### src/rtl/tp_dis_loader.sv
// Two-point distance matrix loader: turns a host valid/ready stream into registered
// {from,to} writes broadcast to every node, expanding upper-triangle streams when asked.
module tp_dis_loader #(
  parameter int city_num     = 32,
  parameter int city_num_log = 5,
  parameter int dis_w        = 16
) (
  input  logic                      clk,
  input  logic                      reset,
  input  logic                      start,
  input  logic                      sym_mode,
  input  logic                      s_valid,
  output logic                      s_ready,
  input  logic [dis_w-1:0]          s_data,
  input  logic                      s_last,
  output logic                      tp_dis_write,
  output logic [2*city_num_log-1:0] tp_dis_waddr,
  output logic [dis_w-1:0]          tp_dis_wdata,
  output logic                      busy,
  output logic                      done,
  output logic                      err
);

  localparam logic [2:0] ST_IDLE   = 3'd0;
  localparam logic [2:0] ST_FULL   = 3'd1;
  localparam logic [2:0] ST_DIAG   = 3'd2;
  localparam logic [2:0] ST_UPPER  = 3'd3;
  localparam logic [2:0] ST_MIRROR = 3'd4;

  localparam logic [city_num_log-1:0] IDX_ZERO = '0;
  localparam logic [city_num_log-1:0] IDX_ONE  = city_num_log'(1);
  localparam logic [city_num_log-1:0] IDX_LAST = city_num_log'(city_num - 1);
  // Row of the last upper-triangle entry; the final symmetric beat is {IDX_PEN, IDX_LAST}.
  localparam logic [city_num_log-1:0] IDX_PEN  = city_num_log'(city_num - 2);

  logic [2:0]                state_q, state_d;
  logic [city_num_log-1:0]   i_q, i_d;
  logic [city_num_log-1:0]   j_q, j_d;
  logic [dis_w-1:0]          hold_q, hold_d;
  logic                      early_q, early_d;
  logic                      wr_q, wr_d;
  logic [2*city_num_log-1:0] waddr_q, waddr_d;
  logic [dis_w-1:0]          wdata_q, wdata_d;
  logic                      busy_q, busy_d;
  logic                      done_q, done_d;
  logic                      err_q, err_d;
  logic                      ready_c;
  logic                      full_final_c;
  logic                      sym_final_c;

  assign full_final_c = (i_q == IDX_LAST) && (j_q == IDX_LAST);
  assign sym_final_c  = (i_q == IDX_PEN) && (j_q == IDX_LAST);

  always_comb begin
    state_d = state_q;
    i_d     = i_q;
    j_d     = j_q;
    hold_d  = hold_q;
    early_d = early_q;
    wr_d    = 1'b0;
    waddr_d = waddr_q;
    wdata_d = wdata_q;
    done_d  = 1'b0;
    err_d   = err_q;
    ready_c = 1'b0;

    case (state_q)
      ST_IDLE: begin
        if (start) begin
          err_d   = 1'b0;
          i_d     = IDX_ZERO;
          j_d     = IDX_ZERO;
          early_d = 1'b0;
          state_d = sym_mode ? ST_DIAG : ST_FULL;
        end
      end

      ST_FULL: begin
        ready_c = 1'b1;
        if (s_valid) begin
          wr_d    = 1'b1;
          waddr_d = {i_q, j_q};
          wdata_d = s_data;
          if (full_final_c) begin
            state_d = ST_IDLE;
            done_d  = 1'b1;
            if (!s_last) err_d = 1'b1;
          end else if (s_last) begin
            state_d = ST_IDLE;
            err_d   = 1'b1;
          end else if (j_q == IDX_LAST) begin
            j_d = IDX_ZERO;
            i_d = i_q + IDX_ONE;
          end else begin
            j_d = j_q + IDX_ONE;
          end
        end
      end

      ST_DIAG: begin
        wr_d    = 1'b1;
        waddr_d = {i_q, i_q};
        wdata_d = '0;
        if (i_q == IDX_LAST) begin
          state_d = ST_IDLE;
          done_d  = 1'b1;
        end else begin
          j_d     = i_q + IDX_ONE;
          state_d = ST_UPPER;
        end
      end

      ST_UPPER: begin
        ready_c = 1'b1;
        if (s_valid) begin
          wr_d    = 1'b1;
          waddr_d = {i_q, j_q};
          wdata_d = s_data;
          hold_d  = s_data;
          if (sym_final_c && !s_last) err_d = 1'b1;
          // An early s_last still owes its mirror write before the load aborts.
          early_d = s_last && !sym_final_c;
          state_d = ST_MIRROR;
        end
      end

      ST_MIRROR: begin
        wr_d    = 1'b1;
        waddr_d = {j_q, i_q};
        wdata_d = hold_q;
        if (early_q) begin
          state_d = ST_IDLE;
          err_d   = 1'b1;
        end else if (j_q == IDX_LAST) begin
          i_d     = i_q + IDX_ONE;
          state_d = ST_DIAG;
        end else begin
          j_d     = j_q + IDX_ONE;
          state_d = ST_UPPER;
        end
      end

      default: state_d = ST_IDLE;
    endcase

    // Busy covers the closing write (and its done pulse) before dropping.
    busy_d = (state_d != ST_IDLE) || wr_d;
  end

  always_ff @(posedge clk) begin
    if (reset) begin
      state_q <= ST_IDLE;
      i_q     <= '0;
      j_q     <= '0;
      hold_q  <= '0;
      early_q <= 1'b0;
      wr_q    <= 1'b0;
      waddr_q <= '0;
      wdata_q <= '0;
      busy_q  <= 1'b0;
      done_q  <= 1'b0;
      err_q   <= 1'b0;
    end else begin
      state_q <= state_d;
      i_q     <= i_d;
      j_q     <= j_d;
      hold_q  <= hold_d;
      early_q <= early_d;
      wr_q    <= wr_d;
      waddr_q <= waddr_d;
      wdata_q <= wdata_d;
      busy_q  <= busy_d;
      done_q  <= done_d;
      err_q   <= err_d;
    end
  end

  assign s_ready      = ready_c;
  assign tp_dis_write = wr_q;
  assign tp_dis_waddr = waddr_q;
  assign tp_dis_wdata = wdata_q;
  assign busy         = busy_q;
  assign done         = done_q;
  assign err          = err_q;

endmodule
### config.mk
export PLATFORM = sky130hd
export DESIGN_NAME = tp_dis_loader
export DESIGN_NICKNAME = d
export VERILOG_FILES = /design/src/rtl/tp_dis_loader.sv
export SDC_FILE = /design/constraint.sdc
export NUM_CORES = 1
export LEC_CHECK = 0
export ABC_AREA = 1
export BUFFER_PORTS_ARGS = -buffer_cell sky130_fd_sc_hd__clkbuf_2
export CORE_MARGIN = 2
export CORE_UTILIZATION = 60
export DETAILED_ROUTE_END_ITERATION = 8
export GPL_TIMING_DRIVEN = 1
export PLACE_DENSITY_LB_ADDON = 0.25
export RECOVER_POWER = 100
export SLEW_MARGIN = 0
export SYNTH_ARGS = -nofsm -noshare
export SYNTH_HDL_FRONTEND = slang
export SYNTH_SLANG_ARGS = --single-unit
### constraint.sdc
create_clock -name clk -period 4.7 [get_ports clk]
set_clock_uncertainty 0.1 [all_clocks]
set_input_delay 0.94 -clock clk [delete_from_list [all_inputs] [get_ports clk]]
set_output_delay 0.94 -clock clk [all_outputs]
set_load 0.01 [all_outputs]
==> impl_metrics.yaml, run 1 <==
status:
  status: "finished clean"
timing:
  drv_slew: 0
  period_minus_slack_ps: 3102
  hold_violations: 0
  tightestPinTransition_ps: 1084
  fmax_ghz: 0.3224
  setup_violations: 0
  rsz0062_at_grt: "false"
  fin_crit_sh_pct: 66.00
  max_slew_margin_pct: 27.64
  finalSetupTns_ps: 0
pwr:
  ir_drop_v: 0.0002446
  power_density_nw_per_um2: 409.5
  leakagePower_nw: 1.395
finish:
  nNetsFinal: 492
  fin_area_sq_um: 3318
  n_fill_cell: 414
  layout.cells.non_filler: 537
  syn_to_final_growth_pct: 12.52
  diodes: 0
  drive_above_1_share_pct: 10.00
detailed_routing:
  ant_nets: 0
  dr_total_vias: 2822
  via_per_inst: 5.255
  avgRoutedWirePerCell_um: 12.36
  drt_pass1_iterations: 5
  wl_um: 6640
  drt_first_iter_violations: 138
  post-route-drc-count: 0
clocking:
  post_cts_buffers: 0
  ctsResizeCount: 0
  htree_num_levels: 3
  cts-root-buf: "clkbuf_8"
  cts_hold_buf: 0
  cts.sinks: 60
  clockBufferDepth: 2
  cts_tree: "done"
  clk_latency_ps: 330
  path_clk_slew_ps: 70
  numCtsBuffers: 9
floorplan:
  coreArea_sq_um: 4723
  initial_utilization_pct: 62.44
  fp.dieArea_sq_um: 5492
  fp.dieW_um: 74.11
  rows: 25
  die_h_um: 74.11
  io_pins: 53
global_routing:
  overflow: 0
  antenna_found_initial: 0
  grt_use_total_pct: 26.08
  grt_pass1_vias: 2597
  grt_max_degree: 42
  grt_pass1_wl_um: 11130
logic_synthesis:
  synth.area.top_cells: "dfxtp_1 (41%), nand2_1 (9.0%), nor2_1 (8.0%)"
  syn-num-nets: 449
  synth.most_common_cell: "nand2_1"
  synth_top_area_share_pct: 40.73
  ys_top_cells_by_count: "nand2_1 (71), nor2_1 (63), dfxtp_1 (60)"
  yosys.area.top_type: "dfxtp_1"
  synth_ff_type: "dfxtp_1"
  synth.yosys.seq_area_share_pct: 40.73
  syn_avg_cell_area_sq_um: 6.988
  ys_seq_elements: 60
  netlist_area_sq_um: 2949
  ys_warn_count: 0
  synthDistinctLibCells: 31
  synthArstFlopShare_pct: 0
  syn_inst: 422
  synth-edff-count: 0
critical_path:
  crit_path_cell_trace: "clkinvlp_2 > nand3_1 > nand3_1 > inv_1 > a21oi_1 > nor2_1"
  crit_top_cell: "nand3_1"
  path_class: "reg2reg"
  max_stage_delay_ps: 660
  worst_ep_arrival_time_ps: 3260
  crit_path_top_delay_cell: "dfxtp_1"
  cp-start-kind: "flip-flop"
  worst_ep_required_time_ps: 4860
  endpoint_kind: "flip-flop"
  critical_path_peak_fanout: 22
placement:
  routabilityCongestion: 0.9160
  dpl.hpwl_um: 4541
  dp.cells: 521
  placed_area_sq_um: 3187
  port_buffers: 52
run:
  drv_cap: 0
hold_path:
  hold_path_class: "reg2reg"
per-layer routing:
layer | track usage [%] | wire, um | vias to the layer above
met2 | 44.64 | 3206 | 72
met5 | 0 | 0 | -
met4 | 14.34 | 89 | 0
met1 | 30.61 | 3019 | 1283
li1 | - | - | 1460
met3 | 5.149 | 325 | 7
per-stage QoR:
stage	utilization, %	setup slack, ps	hold WS (ps)	power (mW)
floorplan	-	2784	324.5	0.8320
global placement	67.47	2045	334.1	0.8993
detailed placement	67.47	1973	340.4	0.9086
CTS	71.76	2154	350.3	1.378
global route	70.25	1255	379.0	1.436
finish	70.25	1598	346.2	1.359
layout make-up:
type,count,area [sq um],share of cell area (%)
well taps,67,83.83,2.526
clock inverters,4,47.55,1.433
inverters,45,172.7,5.204
multi-input cells,297,1436,43.29
clock buffers,12,155.1,4.676
flip-flops and latches,60,1201,36.20
repair buffers,52,221.5,6.674
kinds of logic after synthesis:
kind of cell | Yosys count | synth area share, %
AND/OR/NAND/NOR | 187 | 28.85
buffers and inverters | 65 | 9.503
AO/OA/AOI/OAI | 103 | 18.20
XOR/XNOR | 2 | 0.5941
adder cells (fa/ha/maj) | 5 | 2.121
flip-flops | 60 | 40.73
where the power goes:
part | internal (mW) | switching [mW]
Sequential | 0.556 | 0.0458
Clock | 0.272 | 0.201
Combinational | 0.0939 | 0.190
cell usage in the layout, fill, tap and decap left out, drive strengths merged, types with 2 or more instances in the layout:
master    netlist  final
ha              5      5
nor2           69     69
dfxtp          60     60
o21ai          50     50
inv            44     43
clkbuf         10     64
clkinv          1      3
nand3          38     38
a31oi          10     10
xor2            2      2
nand2          77     77
clkinvlp        0      2
a21oi          41     41
worst max-delay path: cells and delay by family, from the launching register on:
| kind | cells | cell delay (ps) |
|---|---|---|
| buf+inv | 2 | 1130 |
| simple gates | 3 | 1000 |
| flops | 1 | 660 |
| compound gates | 1 | 140 |
final timing paths:
path	slack, ps	cells after the start	to	from
max	1600	6	tp_dis_wdata[12]	state_q[2]
min	350	2	hold_q[2]	hold_q[2]
max reg2reg	1600	6	tp_dis_wdata[12]	state_q[2]
min reg2reg	350	2	hold_q[2]	hold_q[2]
state kept, by name, summed over array words and instances (netlist names):
| register | flops |
|---|---|
| tp_dis_waddr | 10 |
| early_q | 1 |
| busy | 1 |
| hold_q | 16 |
| i_q | 5 |
| j_q | 5 |
| state_q | 3 |
| tp_dis_wdata | 16 |
| tp_dis_write | 1 |
| err | 1 |
| done | 1 |
Power figures use the tool's default switching activity.
==> run 2: changes to the inputs <==
--- a/config.mk
+++ b/config.mk
@@ -8,7 +8,7 @@
 export ABC_AREA = 1
 export BUFFER_PORTS_ARGS = -buffer_cell sky130_fd_sc_hd__clkbuf_2
 export CORE_MARGIN = 2
-export CORE_UTILIZATION = 60
+export CORE_UTILIZATION = 50
 export DETAILED_ROUTE_END_ITERATION = 8
 export GPL_TIMING_DRIVEN = 1
 export PLACE_DENSITY_LB_ADDON = 0.25
==> constraint.sdc (replaced) <==
create_clock -name clk -period 2.83 [get_ports clk]
set_clock_uncertainty 0.1 [all_clocks]
set_input_delay 0.566 -clock clk [delete_from_list [all_inputs] [get_ports clk]]
set_output_delay 0.566 -clock clk [all_outputs]
set_load 0.01 [all_outputs]
==> impl_metrics.yaml, run 2 (synthesis results as in run 1) <==
floorplan:
  fp.dieArea_sq_um: 6529
  io_pins: 53
  rows: 27
  coreArea_sq_um: 5608
  fp.dieW_um: 80.80
  initial_utilization_pct: 52.59
  die_h_um: 80.80
placement:
  port_buffers: 52
  dpl.hpwl_um: 4789
  routabilityCongestion: 0.8899
run:
  drv_cap: 0
hold_path:
  whs_path_depth: 2
  hold_path_class: "reg2reg"
  whs_endpoint: "hold_q[9]"
  min-delay-start: "hold_q[9]"
detailed_routing:
  drt_pass1_iterations: 4
  via_per_inst: 5.241
  dr_total_vias: 2851
  drt_first_iter_violations: 159
  wl_um: 6999
  post-route-drc-count: 0
  avgRoutedWirePerCell_um: 12.87
  ant_nets: 0
clocking:
  cts.sinks: 60
  post_cts_buffers: 0
  htree_num_levels: 3
  cts_hold_buf: 0
  cts-root-buf: "clkbuf_8"
  clk_latency_ps: 340
  path_clk_slew_ps: 70
  numCtsBuffers: 9
  cts_tree: "done"
  clockBufferDepth: 2
  ctsResizeCount: 0
status:
  status: "finished clean"
timing:
  period_minus_slack_ps: 2411
  fin_hold_ws_ps: 345.6
  fmax_ghz: 0.4147
  hold_violations: 0
  setup_violations: 0
  tightestPinTransition_ps: 622.9
  drv_slew: 0
  rsz0062_at_grt: "false"
  max_slew_margin_pct: 58.37
  fin_crit_sh_pct: 85.20
  finalSetupTns_ps: 0
pwr:
  leakagePower_nw: 1.407
  ir_drop_v: 0.0002931
  total_power_mw: 2.162
  power_density_nw_per_um2: 650.2
global_routing:
  antenna_found_initial: 0
  grt_pass1_vias: 2544
  grt_pass1_wl_um: 11520
  grt_use_total_pct: 22.92
  overflow: 0
  grt_max_degree: 34
finish:
  n_fill_cell: 557
  nNetsFinal: 495
  syn_to_final_growth_pct: 12.77
  layout_commonest_cell: "nand2_1"
  final_cell_mix: "nand2_1 (73), nor2_1 (63), dfxtp_1 (60), o21ai_0 (47)"
  drive_above_1_share_pct: 11.44
  diodes: 0
critical_path:
  path_class: "reg2reg"
  endpoint_kind: "flip-flop"
  cp-start-kind: "flip-flop"
  rr_startpoint: "state_q[0]"
  worst_ep_required_time_ps: 2940
  r2r_setup_slack_ps: 420
  r2r_cells: 7
  worst_ep_arrival_time_ps: 2520
  r2r_end: "tp_dis_wdata[8]"
  critical_path_peak_fanout: 25
-- run 2: metrics by stage --
| step | setup slack [ps] | instances | area, sq um | utilization, % |
|---|---|---|---|---|
| floorplan | 992.4 | 422 | 2949 | - |
| global placement | 766.3 | 529 | 3216 | 57.34 |
| detailed placement | 714.9 | 529 | 3216 | 57.34 |
| CTS | 637.7 | 544 | 3385 | 60.35 |
| global route | 236.2 | 544 | 3326 | 59.30 |
| finish | 418.8 | 544 | 3326 | 59.30 |
-- run 2: where the power goes --
part	leakage, nW	switching, mW	internal, mW
combinational	0.829	0.321	0.161
clock	0.0893	0.319	0.358
sequential	0.488	0.0793	0.924
total	1.41	0.719	1.44
-- run 2: worst max-delay path: stages (launching register included) --
cell and delay (ps):
dfxtp_1 490, inv_4 110, nor2_4 500, nand2_1 240, nand3_2 330, inv_2 220
a21oi_1 210, nor2_1 60
-- run 2: layout make-up --
class,instances,area (sq um),share of cell area (%)
Sequential cell,60,1201,36.12
Clock inverter,2,10.01,0.3010
Timing Repair Buffer,55,242.7,7.299
Clock buffer,13,158.9,4.778
Inverter,45,173.9,5.230
Multi-Input combinational cell,297,1449,43.57
Tap cell,72,90.09,2.709
-- run 2: worst max path at each step --
stage / start / endpoint / slack, ps / cells past startpoint
after floorplan: j_q[0] / j_q[0] / 990 / 11
after global placement: j_q[0] / j_q[3] / 770 / 11
after detailed placement: j_q[0] / j_q[3] / 710 / 12
after CTS: state_q[0] / s_ready / 640 / 3
after global routing: state_q[0] / tp_dis_wdata[9] / 240 / 7
final: state_q[0] / tp_dis_wdata[8] / 420 / 7
-- run 2: routing by layer --
| layer | part of all wire, % | track usage [%] |
|---|---|---|
| met1 | 47 | 29.45 |
| met2 | 46 | 36.94 |
| met5 | 0 | 0 |
| met3 | 5.4 | 5.111 |
| met4 | 1.6 | 10.17 |
